## config.mk

```make
export PLATFORM = sky130hd
export DESIGN_NAME = fetch_irq_ctrl
export DESIGN_NICKNAME = d
export VERILOG_FILES = /design/src/rtl/fetch_irq_ctrl.sv
export SDC_FILE = /design/constraint.sdc
export NUM_CORES = 1
export LEC_CHECK = 0
export CORE_MARGIN = 2
export CORE_UTILIZATION = 38
export DETAILED_ROUTE_END_ITERATION = 10
export GPL_TIMING_DRIVEN = 0
export PLACE_DENSITY_LB_ADDON = 0.25
export SLEW_MARGIN = 40
export SYNTH_ARGS = -nofsm -noshare
export SYNTH_HDL_FRONTEND = slang
export SYNTH_SLANG_ARGS = --single-unit
```

## constraint.sdc

```tcl
create_clock -name Clk -period 4.8 [get_ports Clk]
set_clock_uncertainty 0.05 [all_clocks]
set_input_delay 0.96 -clock Clk [delete_from_list [all_inputs] [get_ports Clk]]
set_output_delay 0.96 -clock Clk [all_outputs]
set_load 0.03 [all_outputs]
```

## src/rtl/fetch_irq_ctrl.sv

```systemverilog
// IF-stage sequencer: merges the stall sources and turns external interrupts into a
// one-cycle InterruptHandled/Flush pulse that never lands on a delay slot. Optional macro: FETCH_CTRL_PERF_EN.
module fetch_irq_ctrl #(
    parameter int NUM_IRQ     = 4,
    parameter int STALL_CNT_W = 32
) (
    input  logic                   Clk,
    input  logic                   Reset,
    input  logic                   ICacheMiss,
    input  logic                   DCacheMiss,
    input  logic                   LoadUse,
    input  logic                   BranchOrJump_E,
    input  logic [31:0]            PC_I,
    input  logic [NUM_IRQ-1:0]     IrqReq,
    input  logic [NUM_IRQ-1:0]     IrqMask,
    input  logic                   IE,
    input  logic                   Eret,
    output logic                   Stall,
    output logic                   InterruptHandled,
    output logic                   Flush,
    output logic [31:0]            EPC,
    output logic [NUM_IRQ-1:0]     IrqCause,
    output logic                   InHandler,
    output logic [STALL_CNT_W-1:0] StallCycles,
    output logic [1:0]             DbgState
);

    typedef enum logic [1:0] {
        IDLE      = 2'd0,
        WAIT_SLOT = 2'd1,
        TAKE      = 2'd2,
        HANDLER   = 2'd3
    } state_t;

    state_t               r_state;
    state_t               w_next_state;
    logic                 w_pending;
    logic                 w_capture;
    logic                 w_take_now;
    logic                 w_eret_ok;
    logic [31:0]          r_epc;
    logic [NUM_IRQ-1:0]   r_irq_cause;
    logic                 r_in_handler;

    assign Stall     = ICacheMiss | DCacheMiss | LoadUse;
    assign w_pending = IE & (|(IrqReq & IrqMask));

    always_comb begin
        w_next_state = r_state;
        w_capture    = 1'b0;
        w_take_now   = 1'b0;
        w_eret_ok    = 1'b0;
        case (r_state)
            IDLE: begin
                if (w_pending) begin
                    w_capture    = 1'b1;
                    w_next_state = BranchOrJump_E ? WAIT_SLOT : TAKE;
                end
            end
            WAIT_SLOT: begin
                if (!Stall) begin
                    w_next_state = TAKE;
                end
            end
            TAKE: begin
                if (!Stall) begin
                    w_take_now   = 1'b1;
                    w_next_state = HANDLER;
                end
            end
            HANDLER: begin
                if (Eret && !Stall) begin
                    w_eret_ok    = 1'b1;
                    w_next_state = IDLE;
                end
            end
            default: w_next_state = IDLE;
        endcase
    end

    // Pulse semantics: InterruptHandled/Flush are high for exactly the one cycle in which
    // the pipeline advances out of TAKE; they never coincide with Stall or with Reset.
    assign InterruptHandled = w_take_now & ~Reset;
    assign Flush            = w_take_now & ~Reset;

    always_ff @(posedge Clk) begin
        if (Reset) begin
            r_state      <= IDLE;
            r_epc        <= 32'd0;
            r_irq_cause  <= '0;
            r_in_handler <= 1'b0;
        end else begin
            r_state <= w_next_state;
            if (w_capture) begin
                r_irq_cause <= IrqReq & IrqMask;
            end
            if (w_take_now) begin
                r_epc        <= PC_I;
                r_in_handler <= 1'b1;
            end
            if (w_eret_ok) begin
                r_in_handler <= 1'b0;
            end
        end
    end

    assign EPC       = r_epc;
    assign IrqCause  = r_irq_cause;
    assign InHandler = r_in_handler;
    assign DbgState  = r_state;

`ifdef FETCH_CTRL_PERF_EN
    logic [STALL_CNT_W-1:0] r_stall_cycles;

    // Saturating so a long run never wraps back to a misleadingly small count.
    always_ff @(posedge Clk) begin
        if (Reset) begin
            r_stall_cycles <= '0;
        end else if (Stall && (r_stall_cycles != {STALL_CNT_W{1'b1}})) begin
            r_stall_cycles <= r_stall_cycles + STALL_CNT_W'(1);
        end
    end

    assign StallCycles = r_stall_cycles;
`else
    assign StallCycles = '0;
`endif

endmodule

```

==> metrics.txt <==
status finished, final reports clean; initial antenna violation count 0; CTS root buffer clkbuf_8; Setup crit end kind primary output; vias 1743; Reg2Reg Depth 6; GRT Total Usage 16.2%; Min-Delay Path Depth 2; post-DP HPWL 3310 um; most frequent CP cell clkdlybuf4s50_1; port bufs 89; postcts setup bufs 0; Worst R2R Start DbgState[0]; initial core utilization 40.3%; minimum clock period 4100 ps; Die Wd 72.7 um; vias in the first global route 1544; Routed Antenna Nets 0; Clock Latency Late Sink 280 ps; fraction of layout cells with a size suffix above 1 14.0%; Synth top cells by count nand2_1, dfxtp_1, a21oi_1; register area share after synthesis 43.6%; crit-path cells clkdlybuf4s50_1 > nor3_4 > nand2_1 > clkbuf_1 > nor2_1 > buf_4 > clkdlybuf4s50_1; DR WL met3 477 um; total length of routed wires 4220 um; DR iter-0 viols 52; Min-Delay Path Class flop to flop; H-tree depth 2; Critical path origin DCacheMiss; vias per std cell 4.33; clk sinks 39; first-pass GRT wire length 6720 um; crit path max fanout 10; Area Overhead vs Synth 66.4%; chip height 72.7 um; Layout Nets 403; clock slew at reported path FFs 70 ps; CP max-delay cell clkdlybuf4s50_1; main flop type after synthesis dfxtp_1; top post-synthesis cells by area dfxtp_1, nand2_1, buf_4, a21oi_1, ha_1; post-synth top area share 43.6%; Synth Warn # 0; RR Endpoint EPC[31]; Hold Vio Cnt, Final 0; Highest Signal Layer met4; cts hold-fix bufs 0; Critical Path Max Stage Delay 650 ps; Setup Crit Path Kind input port to primary output; RD Place Congestion 0.787; max_cap viols 0; Synth Cell Area 0.00179 mm2; Sum Neg Setup Slack 0 ps; Final Util 67.1%; Post-Syn Area per Cell 8.03 um2; count of cell types in the netlist 23; wire per inst 10.5 um; Yosys reg bits 39; Residual DRC 0; RSZ-0062 raised after global routing no; CP Data Required Time 3790 ps; largest net degree at the start of global routing 13; Final setup viols 0; top-count cell post-synth nand2_1; Ant. Diodes 0; number of synthesized flops with an enable pin 0; # rows 24; Slew Limit Fails 0; cell taking the most area after synthesis dfxtp_1; post_cts resized 0; DR WL met2 2040 um; global route overflow 0; Metal-1 WL 1690 um; Core ar. 0.00444 mm2; PD cells 321 mW/mm2; num ports 122; CP arrival 3090 ps; Worst Setup Start Kind input port; LEAKAGE 1.21 nW; fin crit share 85.4%; DRT Pass-1 Iters 4; Die ar. 0.00528 mm2; Cells after Synth 223; reg2reg setup slack 3100 ps; capture point of the worst path InterruptHandled; FFs w/ async S/R, synth 0%; Max Root-Sink Buffers 2; Fmax achieved 0.244 GHz; CTS Buf Count 5; CTS tree yes; worst ir drop on vdd 0.190 mV
[registers in the layout (all words and copies together) (netlist names)]
name	count
EPC	32
IrqCause	4
InHandler	1
DbgState	2
[metrics by stage]
step / area (um2) / setup WS (ps) / total power, W / instances / hold WS, ps
CTS: 2980 / 652 / 0.000967 / 403 / 407
finish: 2980 / 702 / 0.000956 / 403 / 402
floorplan: 1910 / 1520 / 0.000575 / 254 / 533
detailed placement: 2860 / 662 / 0.000685 / 395 / 396
global placement: 2860 / 658 / 0.000678 / 395 / 391
global route: 2980 / 541 / 0.00101 / 403 / 421
[critical path, delay by kind of cell]
| kind | cells | cell delay (ps) |
|---|---|---|
| buffers and inverters | 4 | 1470 |
| and+or+nand+nor | 3 | 640 |
[cells in the final DEF, fill, tap and decap left out, drive strengths merged]
master | netlist | layout
clkdlybuf4s50 | 0 | 89
nand2 | 70 | 70
dfxtp | 39 | 39
buf | 39 | 39
a21oi | 36 | 36
conb | 1 | 32
clkbuf | 5 | 11
nor2 | 7 | 7
ha | 5 | 5
inv | 4 | 4
nand4 | 4 | 4
a22o | 2 | 2
mux2i | 2 | 2
mux2 | 2 | 2
nor3 | 1 | 1
and2 | 1 | 1
o211ai | 1 | 1
o21ai | 1 | 1
o21bai | 1 | 1
a22oi | 1 | 1
a311oi | 1 | 1
bufinv | 0 | 1
clkinv | 0 | 1
[how the worst min path moves through the flow]
stage	slack, ps	startpoint	endpoint
6_report	400	EPC[5]	EPC[5]
5_1_grt	420	EPC[22]	EPC[22]
4_1_cts	410	EPC[22]	EPC[22]
3_5_place_dp	400	EPC[22]	EPC[22]
3_3_place_gp	390	EPC[0]	EPC[0]
2_1_floorplan	530	EPC[7]	EPC[7]
[routing by layer]
layer / track usage, % / up-vias
li1: - / 909
met1: 17.5 / 746
met2: 28.1 / 86
met3: 8.29 / 2
met4: 3.70 / 0
met5: 0 / -
[logic make-up after synthesis]
kind of cell               after synthesis  share of synthesized area [%]
muxes                                    4                           2.37
other                                    1                          0.209
and+or+nand+nor                         83                           18.8
DFF                                     39                           43.6
AOI/OAI and AO/OA                       43                           13.1
adders and majority gates                5                           3.49
buffers and inverters                   48                           18.5
[power by group]
| part | internal, W | total (W) | switching (W) |
|---|---|---|---|
| combinational | 0.000146 | 0.000319 | 0.000173 |
| sequential | 0.000344 | 0.000358 | 0.0000141 |
| clock | 0.000168 | 0.000278 | 0.000110 |
[cell type report]
type,count,area [um2]
Multi-Input combinational cell,167,796
Clock buffer,6,82.6
Clock inverter,2,35.0
Inverter,4,15.0
Sequential cell,39,781
Timing Repair Buffer,89,891
Fill cell,392,1460
Tap cell,52,65.1
Buffer,44,317
(Power assumes the default switching activity.)
